**src/rtl/cpldp8_pkg.sv**
```systemverilog
// rtl/cpldp8_pkg.sv - shared CPLDP-8 widths, tape byte classes and loader states
package cpldp8_pkg;

    localparam int WORD_W  = 12;
    localparam int FIELD_W = 3;
    localparam int BYTE_W  = 8;

    localparam logic [BYTE_W-1:0] LEADER     = 8'o200;
    localparam logic [BYTE_W-1:0] RUBOUT     = 8'o377;
    localparam logic [BYTE_W-1:0] FIELD_MASK = 8'o300;
    localparam logic [BYTE_W-1:0] ORIGIN_BIT = 8'o100;

    typedef enum logic [2:0] {
        ST_IDLE,
        ST_LEADER,
        ST_HI,
        ST_LO,
        ST_WRITE,
        ST_DONE
    } load_state_t;

    typedef enum logic [2:0] {
        BC_RUBOUT,
        BC_FIELD,
        BC_LEADER,
        BC_ORIGIN,
        BC_DATA
    } byte_class_t;

endpackage

```
**src/rtl/bin_byte_class.sv**
```systemverilog
// rtl/bin_byte_class.sv - combinational classifier for BIN tape bytes
module bin_byte_class
    import cpldp8_pkg::*;
(
    input  logic [BYTE_W-1:0]  tape_byte,
    output byte_class_t        byte_class,
    output logic [FIELD_W-1:0] field
);

    // Rubout is checked first because it also matches the field-setting pattern.
    always_comb begin
        if (tape_byte == RUBOUT) begin
            byte_class = BC_RUBOUT;
        end else if ((tape_byte & FIELD_MASK) == FIELD_MASK) begin
            byte_class = BC_FIELD;
        end else if (tape_byte[7]) begin
            byte_class = BC_LEADER;
        end else if ((tape_byte & ORIGIN_BIT) != '0) begin
            byte_class = BC_ORIGIN;
        end else begin
            byte_class = BC_DATA;
        end
    end

    assign field = tape_byte[5:3];

endmodule

```
**src/rtl/bin_loader.sv**
```systemverilog
// rtl/bin_loader.sv - BIN paper-tape loader writing words into extended memory
module bin_loader
    import cpldp8_pkg::*;
(
    input  logic               clk,
    input  logic               reset_n,
    input  logic               start,
    input  logic [BYTE_W-1:0]  rx_data,
    input  logic               rx_valid,
    output logic               rx_ready,
    output logic               wr_req,
    input  logic               wr_ack,
    output logic [WORD_W-1:0]  wr_addr,
    output logic [FIELD_W-1:0] wr_field,
    output logic [WORD_W-1:0]  wr_data,
    output logic               busy,
    output logic               done,
    output logic               cksum_err
);

    load_state_t        state, state_next;
    byte_class_t        rx_class;
    logic [FIELD_W-1:0] rx_field;

    logic [WORD_W-1:0]  addr;
    logic [WORD_W-1:0]  sum;
    logic [FIELD_W-1:0] cur_field;
    logic [BYTE_W-1:0]  cur_hi;
    logic [BYTE_W-1:0]  pend_hi;
    logic [BYTE_W-1:0]  pend_lo;
    logic               pend_valid;
    logic               restart_pend;

    logic               rx_fire;
    logic [WORD_W-1:0]  pend_word;
    logic               pend_is_data;

    logic               do_restart;
    logic               take_field;
    logic               take_hi;
    logic               take_lo;
    logic               finish;

    bin_byte_class u_class (
        .tape_byte  (rx_data),
        .byte_class (rx_class),
        .field      (rx_field)
    );

    // The pending frame keeps its raw bytes; word and tag are derived so the
    // checksum can add exactly what came off the tape.
    assign rx_fire      = rx_valid & rx_ready;
    assign pend_word    = {pend_hi[5:0], pend_lo[5:0]};
    assign pend_is_data = pend_valid & ~pend_hi[6];

    assign wr_req = (state == ST_WRITE);
    assign done   = (state == ST_DONE);
    assign busy   = (state == ST_LEADER) || (state == ST_HI) ||
                    (state == ST_LO) || (state == ST_WRITE);

    // Next-state decode and the datapath strobes for the accepted byte.
    always_comb begin
        state_next = state;
        do_restart = 1'b0;
        take_field = 1'b0;
        take_hi    = 1'b0;
        take_lo    = 1'b0;
        finish     = 1'b0;
        case (state)
            ST_IDLE, ST_DONE: begin
                if (start) begin
                    state_next = ST_LEADER;
                    do_restart = 1'b1;
                end
            end
            ST_LEADER, ST_HI: begin
                if (start) begin
                    state_next = ST_LEADER;
                    do_restart = 1'b1;
                end else if (rx_fire) begin
                    case (rx_class)
                        BC_FIELD: take_field = 1'b1;
                        BC_ORIGIN, BC_DATA: begin
                            take_hi    = 1'b1;
                            state_next = ST_LO;
                        end
                        BC_LEADER: begin
                            if (state == ST_HI) begin
                                finish     = 1'b1;
                                state_next = ST_DONE;
                            end
                        end
                        default: ;
                    endcase
                end
            end
            ST_LO: begin
                if (start) begin
                    state_next = ST_LEADER;
                    do_restart = 1'b1;
                end else if (rx_fire) begin
                    case (rx_class)
                        BC_RUBOUT: ;
                        BC_FIELD:  take_field = 1'b1;
                        default: begin
                            take_lo    = 1'b1;
                            state_next = pend_is_data ? ST_WRITE : ST_HI;
                        end
                    endcase
                end
            end
            ST_WRITE: begin
                if (wr_ack) begin
                    if (restart_pend || start) begin
                        state_next = ST_LEADER;
                        do_restart = 1'b1;
                    end else begin
                        state_next = ST_HI;
                    end
                end
            end
            default: state_next = ST_IDLE;
        endcase
    end

    // State, handshake and datapath registers; commit of the previous frame
    // happens when the low byte of the next frame arrives.
    always_ff @(posedge clk or negedge reset_n) begin
        if (!reset_n) begin
            state        <= ST_IDLE;
            rx_ready     <= 1'b0;
            wr_addr      <= '0;
            wr_field     <= '0;
            wr_data      <= '0;
            cksum_err    <= 1'b0;
            addr         <= '0;
            sum          <= '0;
            cur_field    <= '0;
            cur_hi       <= '0;
            pend_hi      <= '0;
            pend_lo      <= '0;
            pend_valid   <= 1'b0;
            restart_pend <= 1'b0;
        end else begin
            state    <= state_next;
            rx_ready <= (state_next == ST_LEADER) || (state_next == ST_HI) ||
                        (state_next == ST_LO);
            if (state == ST_WRITE && start) begin
                restart_pend <= 1'b1;
            end
            if (do_restart) begin
                sum          <= '0;
                addr         <= '0;
                cur_field    <= '0;
                pend_valid   <= 1'b0;
                cksum_err    <= 1'b0;
                restart_pend <= 1'b0;
            end
            if (take_field) begin
                cur_field <= rx_field;
            end
            if (take_hi) begin
                cur_hi <= rx_data;
            end
            if (take_lo) begin
                pend_valid <= 1'b1;
                pend_hi    <= cur_hi;
                pend_lo    <= rx_data;
                if (pend_valid) begin
                    sum <= sum + {4'b0, pend_hi} + {4'b0, pend_lo};
                    if (pend_is_data) begin
                        wr_addr  <= addr;
                        wr_field <= cur_field;
                        wr_data  <= pend_word;
                        addr     <= addr + 12'd1;
                    end else begin
                        addr <= pend_word;
                    end
                end
            end
            if (finish) begin
                cksum_err <= !pend_valid || (pend_word != sum);
            end
        end
    end

endmodule

```
**config.mk**
```make
export PLATFORM = sky130hd
export DESIGN_NAME = bin_loader
export DESIGN_NICKNAME = d
export VERILOG_FILES = /design/src/rtl/cpldp8_pkg.sv /design/src/rtl/bin_byte_class.sv /design/src/rtl/bin_loader.sv
export SDC_FILE = /design/constraint.sdc
export NUM_CORES = 1
export LEC_CHECK = 0
export CORE_UTILIZATION = 30
export CTS_CLUSTER_SIZE = 28
export DETAILED_ROUTE_END_ITERATION = 7
export PLACE_DENSITY = 0.53
export SETUP_SLACK_MARGIN = 0.1
export SYNTH_ARGS = -nofsm -noshare
export SYNTH_HDL_FRONTEND = slang
export SYNTH_SLANG_ARGS = --single-unit
```
**constraint.sdc**
```tcl
create_clock -name clk -period 2.9 [get_ports clk]
set_input_delay 0.58 -clock clk [delete_from_list [all_inputs] [get_ports clk]]
set_output_delay 0.58 -clock clk [all_outputs]
set_load 0.02 [all_outputs]
```
==> results.toml, run 1 <==
[run_status]
status = "finished, violations left"
violations = "DRC"

[synth]
ys_ff_latch = 85
synth_fp_nets = 463
syn_area_per_cell_um2 = 10.8
yosys_most_used_dff = "dfrtp_1"
ys_warn_count = 0
syn_area_mm2 = 0.00458
async_flop_share_pct = 100
synth_cells = 426
synth-seq-area-share_pct = 46.4
synth_edf_count = 0
synth.distinct_cells = 62

[power_and_ir_drop]
p_leak_nw = 2.62
peakVddDrop_mv = 0.341
seqPwrFrac_pct = 40.3
p_per_area_mw_per_mm2 = 663
intPower_mw = 2.47
p_sw_share_pct = 33.1
p_sw_mw = 1.22
clkPwrFrac_pct = 31.5
p_comb_share_pct = 28.2

[cells_and_area]
final-instance-count-excl-fill = 670
area_delta_synth_final_pct = 21.7
fin_nets = 518
drive_gt1_share_pct = 14.4
diodes = 0

[critical_path]
crit_path_max_fanout = 12
reg2reg_slack_ns = 0.40
path_class = "reg2out"
worstReg2RegStart = "sum[4]"
reg2reg_depth = 7
cp.arrival_ns = 1.97
startpoint_type = "register"
reg2reg_to = "sum[8]"
worst_setup_path_end_kind = "primary output"
worstPathRequired_ns = 2.32

[route]
wl_mm = 11.3
drtIter0Drc = 212
route.detailed.drc = 6
routed_via_density = 5.01
detail_route.wl_per_cell_um = 16.8
vias = 3355
ant_nets = 0
drt_first_pass_iters = 6

[global_route]
grt_pass1_wl_mm = 18.4
grt_util_all_layers_pct = 15.4
grt_pass1_vias = 3457
antenna_found_initial = 0
overflow = 0
grt_start_max_net_pins = 48

[place]
gp_congestion = 0.857
post-dp-hpwl_mm = 8.28
dp.cells = 654
portBuffers = 44

[die]
die_h_um = 126
start_util_pct = 31.2
fp.dieW_um = 126
ios = 45
row_count = 44
coreArea_mm2 = 0.0147
fp.dieArea_mm2 = 0.0158

[cts]
post_cts_buffers = 0
cts_num_sinks = 85
clock_latency_ns = 0.35
htree_levels = 3
cts_root_buffer = "clkbuf_16"
clkTransAtPathRegs_ns = 0.06
ctsHoldBuffers = 0
post_cts_resized = 0
clock_path_buffers = 2
tritoncts = "built"
cts_made_buffers = 9

[timing]
max_slew_margin_pct = 52.8
drv_slew = 0
fin_setup_tns_ns = 0
hold_viol_final = 0
timing.final.crit_period_ns = 2.55
skew_ns = 0.00601
fmax_ghz = 0.393
setup_viol = 0
period_share_pct = 87.8
rsz0062_at_grt = "no"
tightestPinTransition_ns = 0.706

[min_path]
min_path_type = "in2async"

[job]
maxCapViolations = 0
[through the flow]
step | hold slack, ns | area [um2] | power, mW | worst slack (ns) | utilization [%]
after global routing | 0.254 | 5580 | 3.92 | 0.198 | 37.9
after CTS | 0.228 | 5570 | 3.73 | 0.226 | 37.9
after detailed placement | 0.459 | 5280 | 2.56 | 0.0450 | 35.9
final | 0.212 | 5580 | 3.70 | 0.353 | 37.9
after global placement | 0.457 | 5280 | 2.54 | 0.0964 | 35.9
after floorplan | 0.284 | 4580 | 2.16 | 0.545 | -
[sequential cells by signal (all words and copies together), names as in the netlist]
name / flops
pend_lo: 8
rx_ready: 1
wr_addr: 12
restart_pend: 1
state: 3
sum: 12
wr_field: 3
pend_valid: 1
cur_field: 3
cksum_err: 1
addr: 12
cur_hi: 8
wr_data: 12
pend_hi: 8
[worst max-delay path by stage]
stage | from | end | depth (start not counted)
after floorplan | pend_hi[4] | sum[8] | 7
after global placement | rx_data[6] | wr_data[4] | 6
after detailed placement | rx_data[6] | wr_data[8] | 6
after CTS | state[2] | wr_req | 3
after global routing | state[2] | wr_req | 3
final | state[2] | wr_req | 3
[routing by layer]
layer	wire [um]	global-route usage (%)	vias up
met5	0	0	-
met4	201	6.10	0
met3	467	3.77	14
met2	5110	23.6	63
met1	5480	20.8	1651
li1	-	-	1627
[placed cells by master, fill, tap and decap left out, types with 5 or more instances in the layout]
master,n
xor2_1,8
nand2_1,72
nand4_1,8
mux2_2,11
a21o_1,6
xnor2_1,13
buf_4,16
mux2_4,18
dfrtp_1,84
o21ai_0,29
ha_1,15
a21oi_1,13
clkbuf_16,9
clkdlybuf4s50_1,43
nor3_1,5
fa_1,9
inv_1,15
and3_1,5
nor2_1,14
nand3_1,9
o21ai_1,8
[cells in the mapped netlist (5+ instances only)]
master     n  area share [%]
mux2_4    18             5.9
nand2_1   72             5.9
o21ai_0   29             3.2
nor3_1     5            0.55
a21oi_1   13             1.4
mux2_2    11             2.7
xor2_1     8             1.5
and3_1     5            0.68
xnor2_1   13             2.5
clkbuf_1   5            0.41
nand3_1    9            0.98
inv_1     15             1.2
a21o_1     6            0.98
fa_1       9             3.9
nor2_1    14             1.1
ha_1      15             4.1
nand4_1    8             1.1
dfrtp_1   85              46
o21ai_1    8            0.87
[kinds of logic (layout without fill, tap and decap cells)]
kind of cell	Yosys count	in the layout	synth area share (%)
AOI/OAI and AO/OA	92	92	13.1
xor gates and xnor gates	21	21	4.02
adders and majority gates	24	24	8.03
buffers and inverters	32	92	3.55
DFF	85	85	46.4
muxes	33	33	9.48
and+or+nand+nor	139	139	15.4
[critical path, cell delays in order (launching register included)]
cell	delay, ns
dfrtp_2	0.50
inv_1	0.12
nor3_1	0.32
clkdlybuf4s50_1	0.68
[area by class of cell]
class                   instances  area, um2
well taps                     184        230
flip-flops and latches         85       2130
repair buffers                 60        571
multi-input cells             309       2290
inverters                      16       60.1
clock inverters                 3       45.0
fillers                      1458       9120
clock buffers                  13        250
[power by group through the flow]
stage	Combinational (mW)	Sequential (mW)	Clock, mW
after floorplan	0.691	1.47	0
after global placement	1.03	1.51	0
after detailed placement	1.05	1.51	0
after CTS	1.05	1.49	1.20
after global routing	1.16	1.51	1.25
final	1.04	1.49	1.16
No activity file was read; power rests on OpenSTA's default activity.
==> inputs of run 2 (changes only) <==
- GPL_TIMING_DRIVEN: not set -> 0
==> results.toml, run 2 (synthesis gave the netlist of run 1 again) <==
[cells_and_area]
final-instance-count-excl-fill = 667
diodes = 0
drive_gt1_share_pct = 13.0
layout_commonest_cell = "dfrtp_1"
final_cell_mix = "dfrtp_1, nand2_1, clkdlybuf4s50_1"
area_delta_synth_final_pct = 21.6
fin_util_pct = 37.9
fin_nets = 518

[run_status]
violations = "DRC"
status = "finished, violations left"

[power_and_ir_drop]
p_sw_mw = 1.19
seqPwrFrac_pct = 42.0
p_sw_share_pct = 32.2
p_comb_share_pct = 24.9
p_per_area_mw_per_mm2 = 662
p_leak_nw = 2.61
clkPwrFrac_pct = 33.1
intPower_mw = 2.50
peakVddDrop_mv = 0.367

[global_route]
antenna_found_initial = 0
grt_pass1_vias = 3452
grt_use_met3_pct = 3.34
grt_util_all_layers_pct = 15.5
grt_start_max_net_pins = 58
grt-busiest-layer = "met2"
grt_pass1_wl_mm = 18.9
grt.met1_usage_pct = 22.0
grt_util_met2_pct = 23.4
overflow = 0

[timing]
rsz0062_at_grt = "no"
fmax_ghz = 0.372
timing.final.crit_period_ns = 2.69
hold_viol_final = 0
tightestPinTransition_ns = 0.590
max_slew_margin_pct = 60.6
setup_viol = 0
drv_slew = 0
period_share_pct = 92.6
fin_setup_tns_ns = 0
skew_ns = 0.00498

[cts]
cts_num_sinks = 85
htree_levels = 3
clock_path_buffers = 2
ctsHoldBuffers = 0
cts_made_buffers = 9
cts_root_buffer = "clkbuf_16"
post_cts_resized = 0
tritoncts = "built"
clkTransAtPathRegs_ns = 0.06
post_cts_buffers = 0
clock_latency_ns = 0.34

[die]
die_h_um = 126
ios = 45
fp.dieW_um = 126
row_count = 44
start_util_pct = 31.2
fp.dieArea_mm2 = 0.0158
coreArea_mm2 = 0.0147

[route]
detail_route.wl_per_cell_um = 17.0
ant_nets = 0
routed_via_density = 5.09
drt_first_pass_iters = 6
wl_mm = 11.3
route.detailed.drc = 6
drtIter0Drc = 213
vias = 3396

[place]
portBuffers = 43
post-dp-hpwl_mm = 8.06
gp_congestion = 0.780
dp.cells = 654

[critical_path]
worstPathRequired_ns = 3.10
worst_setup_path_end_kind = "register"
path_class = "reg2reg"
worstReg2RegStart = "pend_hi[3]"
startpoint = "pend_hi[3]"
reg2reg_slack_ns = 0.21
reg2reg_depth = 7
reg2reg_to = "sum[8]"
startpoint_type = "register"
critPathCapture = "sum[8]"
crit_path_max_fanout = 5
cp.arrival_ns = 2.89

[min_path]
min_path_type = "in2async"

[job]
maxCapViolations = 0
[run 2: area by class of cell]
cell class              instances  area [um2]
fillers                      1458        9130
multi-input cells             309        2290
flip-flops and latches         85        2130
repair buffers                 44         455
clock buffers                  11         243
well taps                     184         230
plain buffers                  16         103
clock inverters                 2        60.1
inverters                      16        60.1
[run 2: worst max-delay path, stage by stage, from the launching register on]
cell and delay [ns]:
dfrtp_1 0.64, fa_1 0.51, ha_1 0.37, and3_1 0.19, a221o_1 0.38, a31oi_1 0.23
xor2_1 0.15, o21ai_0 0.08
[run 2: worst min-delay path by stage]
stage | depth (start not counted) | slack [ns] | to
after CTS | 1 | 0.19 | sum[5]
final | 1 | 0.17 | wr_addr[0]
after global routing | 1 | 0.21 | wr_addr[7]
after detailed placement | 2 | 0.45 | pend_hi[3]
after global placement | 2 | 0.45 | pend_hi[4]
after floorplan | 0 | 0.28 | addr[0]
[run 2: power groups by stage]
stage / sequential (mW) / combinational [mW] / clock (mW)
after detailed placement: 1.57 / 0.917 / 0
after global placement: 1.57 / 0.900 / 0
after CTS: 1.55 / 0.928 / 1.25
after floorplan: 1.47 / 0.691 / 0
final: 1.55 / 0.916 / 1.22
after global routing: 1.57 / 1.05 / 1.30
[run 2: through the flow]
| stage | hold slack (ns) | power (mW) | area (um2) | setup slack (ns) |
|---|---|---|---|---|
| final | 0.174 | 3.69 | 5570 | 0.214 |
| after global routing | 0.207 | 3.92 | 5570 | 0.142 |
| after CTS | 0.191 | 3.74 | 5570 | 0.219 |
| after detailed placement | 0.451 | 2.49 | 5270 | -0.0525 |
| after global placement | 0.450 | 2.47 | 5240 | -1.97 |
| after floorplan | 0.284 | 2.16 | 4580 | 0.545 |
[run 2: routing by layer]
layer	share of wire (%)	vias up
met2	46	92
met1	48	1666
li1	-	1627
met4	1.2	0
met3	5.0	11
met5	0	-
==> inputs of run 3 (changes only) <==
- CORE_UTILIZATION: 30 -> 50
- PLACE_DENSITY: 0.53 -> 0.77
- SETUP_SLACK_MARGIN: 0.1 -> 0.3
==> results.toml, run 3 (synthesis gave the netlist of run 1 again) <==
[cts]
ctsHoldBuffers = 0
tritoncts = "built"
clock_latency_ns = 0.36
cts_root_buffer = "clkbuf_8"
clock_path_buffers = 2
cts_made_buffers = 9
clkTransAtPathRegs_ns = 0.08
cts_num_sinks = 85
htree_levels = 3

[timing]
setup_viol = 0
skew_ns = 0.00995
hold_viol_final = 0
period_share_pct = 88.1
timing.final.crit_period_ns = 2.56
whs_ns = 0.131
rsz0062_at_grt = "yes"
fmax_ghz = 0.391
tightestPinTransition_ns = 0.562
drv_slew = 0
finalWorstSetupSlack_ns = 0.344
max_slew_margin_pct = 62.5

[cells_and_area]
final_cell_mix = "dfrtp_1, nand2_1, clkdlybuf4s50_1"
final-instance-count-excl-fill = 595
layout_commonest_cell = "dfrtp_1"
area_delta_synth_final_pct = 17.1
fillers = 718
multi_input_comb_area_mm2 = 0.00230
regArea_mm2 = 0.00213
fin_nets = 519
diodes = 0
drive_gt1_share_pct = 15.0
design_area_mm2 = 0.00536

[min_path]
min_path_type = "in2async"

[route]
drtIter0Drc = 235
ant_nets = 0
detail_route.wl_per_cell_um = 17.4
routed_via_density = 5.85
route.detailed.drc = 8
wl_mm = 10.3
drt_first_pass_iters = 8
vias = 3483

[power_and_ir_drop]
p_per_area_mw_per_mm2 = 596
p_leak_nw = 2.55
finalPower_mw = 3.19
p_sw_share_pct = 36.0
p_sw_mw = 1.15
p_comb_share_pct = 29.1
intPower_mw = 2.04
seqPwrFrac_pct = 47.8
clkPwrFrac_pct = 23.1
peakVddDrop_mv = 0.309

[die]
start_util_pct = 52.0
fp.dieW_um = 97.7
row_count = 34
coreArea_mm2 = 0.00881
fp.dieArea_mm2 = 0.00955
ios = 45
die_h_um = 97.7

[global_route]
grt_pass1_wl_mm = 17.2
overflow = 0
grt_start_max_net_pins = 60
grt_use_met3_pct = 5.32
grt-busiest-layer = "met2"
antenna_found_initial = 0
grt.met1_usage_pct = 29.7
grt_util_met2_pct = 38.4
grt_pass1_vias = 3454
grt_util_all_layers_pct = 23.0

[place]
gp_congestion = 0.837
portBuffers = 43
dp.cells = 578
post-dp-hpwl_mm = 7.62
pre_cts_slack_ns = -0.0591
placed_area_mm2 = 0.00517

[critical_path]
startpoint_type = "register"
crit_path_max_fanout = 5
worst_setup_path_end_kind = "register"
path_class = "reg2reg"
cp.arrival_ns = 2.78
reg2reg_depth = 7
cp_cell_sequence = "fa_1 > ha_1 > a21o_1 > a221o_1 > a31oi_1 > xor2_1 > o21ai_0"
worst_path_max_delay_cell = "dfrtp_2"
cp_slowest_stage_delay_ns = 0.49
worstPathRequired_ns = 3.12

[job]
maxCapViolations = 0

[run_status]
violations = "DRC"
status = "finished, violations left"
==> run 3: cell count changes in the layout (fill, tap and decap cells not counted), sizes merged <==
cell,before,now
clkinvlp,0,4
buf,13,14
clkdlybuf4s50,42,41
dlymetal6s2s,0,1
clkbuf,16,15
bufinv,2,0
clkinv,1,3
==> run 3: what timing repair did <==
| action | in CTS | in global routing |
|---|---|---|
| setup buffers | 0 | 1 |
| gates resized for setup | 2 | 5 |
| pin swaps | 0 | 0 |
| setup endpoints to repair | 3 | 36 |
==> run 3: layout make-up <==
type / count / share of cell area [%]
timing repair buffer: 45 / 8.68
clock buffer: 10 / 2.38
inverter: 16 / 1.12
buffer: 16 / 1.94
sequential: 85 / 39.7
clock inverter: 6 / 0.746
multi-input combinational: 309 / 42.9
tap: 108 / 2.52
==> run 3: worst max-delay path, delay by kind of cell, from the launching register on <==
| family | cells | cell delay (ns) |
|---|---|---|
| xor gates and xnor gates | 1 | 0.15 |
| AOI/OAI and AO/OA | 4 | 0.94 |
| adders and majority gates | 2 | 0.85 |
| DFF | 1 | 0.49 |
==> run 3: path summary, 6_finish.rpt <==
check / from / endpoint / slack, ns
worst min-delay path: reset_n / wr_data[5] / 0.13
worst max-delay path: pend_hi[4] / sum[8] / 0.34
worst max register to register: pend_hi[4] / sum[8] / 0.34
max in group asynchronous: reset_n / pend_hi[4] / 2.14
min in group clk: cur_hi[2] / pend_hi[2] / 0.46
worst min register to register: cur_hi[2] / pend_hi[2] / 0.46
==> run 3: metrics by stage <==
step / TNS (ns) / util (%)
final: 0 / 60.9
after global routing: 0 / 60.9
after CTS: 0 / 60.7
after detailed placement: -0.351 / 58.7
after global placement: -151.46 / 58.4
after floorplan: 0 / -
==> run 3: per-layer routing <==
| layer | vias to the layer above | wire length (um) |
|---|---|---|
| met1 | 1704 | 4550 |
| met4 | 0 | 236 |
| li1 | 1621 | - |
| met2 | 124 | 5060 |
| met3 | 34 | 495 |
| met5 | - | 0 |
==> run 3: power groups by stage <==
stage	Sequential (mW)	Clock, mW	Combinational [mW]
floorplan	1.47	0	0.691
global placement	1.54	0	0.878
detailed placement	1.54	0	0.920
CTS	1.52	0.757	0.925
global route	1.55	0.799	1.03
finish	1.53	0.738	0.931
==> RTL change, RTL diff (config.mk and constraints of run 3) <==
Encoding of `load_state_t`: now one-hot (6 bits for 6 states).
--- a/src/rtl/cpldp8_pkg.sv
+++ b/src/rtl/cpldp8_pkg.sv
@@ -11,11 +11,11 @@
     localparam logic [BYTE_W-1:0] ORIGIN_BIT = 8'o100;
 
-    typedef enum logic [2:0] {
-        ST_IDLE,
-        ST_LEADER,
-        ST_HI,
-        ST_LO,
-        ST_WRITE,
-        ST_DONE
+    typedef enum logic [5:0] {
+        ST_IDLE   = 6'b000001,
+        ST_LEADER = 6'b000010,
+        ST_HI     = 6'b000100,
+        ST_LO     = 6'b001000,
+        ST_WRITE  = 6'b010000,
+        ST_DONE   = 6'b100000
     } load_state_t;
 
Check against the original RTL: same outputs for any inputs over 4 cycles, from zero or initial values and one cycle with reset_n low; so few cycles prove little.
==> RTL change against run 3 <==
  * Power is 12% lower
  * Synthesized area is 5.8% higher
  * Design area is 11% higher
  * Wire length is 16% higher
  * Sequential cell count is 3 higher
  * Via count is 13% higher
  * Worst setup slack worse by 0.048 ns
  * Maximum frequency is 1.8% lower
  * Largest power group unchanged
  * Highest routed layer unchanged
==> RTL change: results (changes against run 3) <==
Run status
  – Status: finished clean

Yosys
  – Synth Area in Compound Gates: 0.1141 (-0.01672)
  – Leading cell types by count after synthesis: 87 x dfrtp_1, 62 x nand2_1, 29 x o21ai_0
  – Adder-cell share of the synthesized area: 0.07591 (-0.004396)
  – Net count after synthesis: 505 (+9.1%)
  – Top post-synthesis cells by area: dfrtp_1 45%, mux2_1 5.3%, nand2_1 4.8%, ha_1 3.9%, fa_1 3.7%
  – Fraction of synthesized area in multiplexers: 0.08727 (-0.007512)
  – Sequential share of the synthesized area: 0.4547 (-0.009668)
  – Distinct cell type count of the synthesized netlist: 64 (+3.2%)
  – Mean instance size in the synthesized netlist: 10.35 µm² (-3.7%)
  – Post-synthesis xor/xnor area fraction: 0.04493 (+0.004773)

Power and ir drop
  – Maximum vdd ir drop: 0.3884 mV (+26%)
  – Static leakage: 2.818 nW (+11%)
  – Sequential share of power: 0.472 (-0.006)
  – P_comb: 0.544 mW (-42%)
  – Fraction of power consumed by combinational cells: 0.193 (-0.098)

Placed design
  – DP Cell Count: 642 (+11%)
  – Area post-placement: 5473 µm² (+5.8%)
  – Port buffer count: 44 (+2.3%)
  – Gpl congestion: 0.9082 (+8.5%)
  – Setup WS pre-CTS: -0.2620 ns (-0.2029 ns)
  – HPWL after DPL: 8.339 mm (+9.4%)

Global routing
  – Pin count of the biggest net entering global routing: 49 (-18%)
  – Global routing usage on met3: 0.05850 (+0.005258)
  – Global-route track usage on met2: 0.4294 (+0.04588)
  – GR Layer Usage met1: 0.3271 (+0.03042)
  – Number of global-route vias before repair: 3,910 (+13%)
  – Total global routing track utilization: 0.2563 (+0.02634)
  – Global-route wire length before repair: 19.59 mm (+14%)
  – Initial antenna violation count: 0 (unchanged)

STA
  – Worst hold margin: 0.1997 ns (+0.06846 ns)
  – Clock Skews: 0.01100 ns (+0.001050 ns)
  – Post-route clock period utilization: 0.8979 (+0.01650)

Layout
  – Inverter count: 21 (+5)
  – Share of cell area taken by multi-input logic gates: 0.4268 (-0.002207)
  – # nets final: 579 (+12%)
  – Clock buffer count: 9 (-1)
  – Final non-filler cell total: 675 (+13%)
  – Relative area of clock buffers and inverters in the final design: 0.03646 (+0.005202)
  – Number of filler cells placed in the layout: 734 (+2.2%)
  – Finished Cell Area: 5937 µm² (+11%)
  – Non-clock buffers, area share: 0.1237 (+0.01757)
  – Fraction of final layout cells with drive strength greater than 1: 0.1795 (+0.02959)
  – Multi-In Gates: 336 (+8.7%)

CTS
  – Post-CTS setup buffer count: 10 (+10)
  – PostCTS Resize Cnt: 18 (+16)

Critical path
  – Top Family by Delay on Critical Path: adder cells
  – Stage delay of the slowest cell on the critical path: 0.54 ns (+0.05 ns)
  – Maximum fanout along the worst path: 3 (-2)
  – Reg2reg setup slack: 0.30 ns (-0.05 ns)
  – Cell with the largest stage delay on the worst path: fa_1

Die
  – Floorplan Core Area: 9328 µm² (+5.9%)

Detailed routing
  – Metal2 WL: 5.789 mm (+15%)
  – Number of optimization iterations in the first detailed-route pass: 5 (-3)
  – Drt via density: 5.815 (-0.67%)
  – Met3 routed wirelength: 732 µm (+48%)
==> RTL change: cell count changes in the layout (fill, tap and decap cells not counted), sizes merged, moves of 4 or more <==
cell | before | now
xor2 | 8 | 17
nand4 | 8 | 3
nand3 | 9 | 25
nor4 | 3 | 9
a21o | 6 | 2
a221o | 4 | 0
nand2 | 73 | 63
o21ai | 37 | 44
xnor2 | 13 | 7
o31ai | 0 | 5
buf | 14 | 37
inv | 15 | 23
==> RTL change: worst paths after layout <==
| check | end | depth (start not counted) | startpoint |
|---|---|---|---|
| max | sum[11] | 10 | pend_lo[1] |
| min | pend_lo[0] | 1 | reset_n |
| max reg2reg | sum[11] | 10 | pend_lo[1] |
| min reg2reg | pend_hi[7] | 2 | cur_hi[7] |
| max in group asynchronous | state[0] | 2 | reset_n |
| min in group clk | pend_hi[7] | 2 | cur_hi[7] |
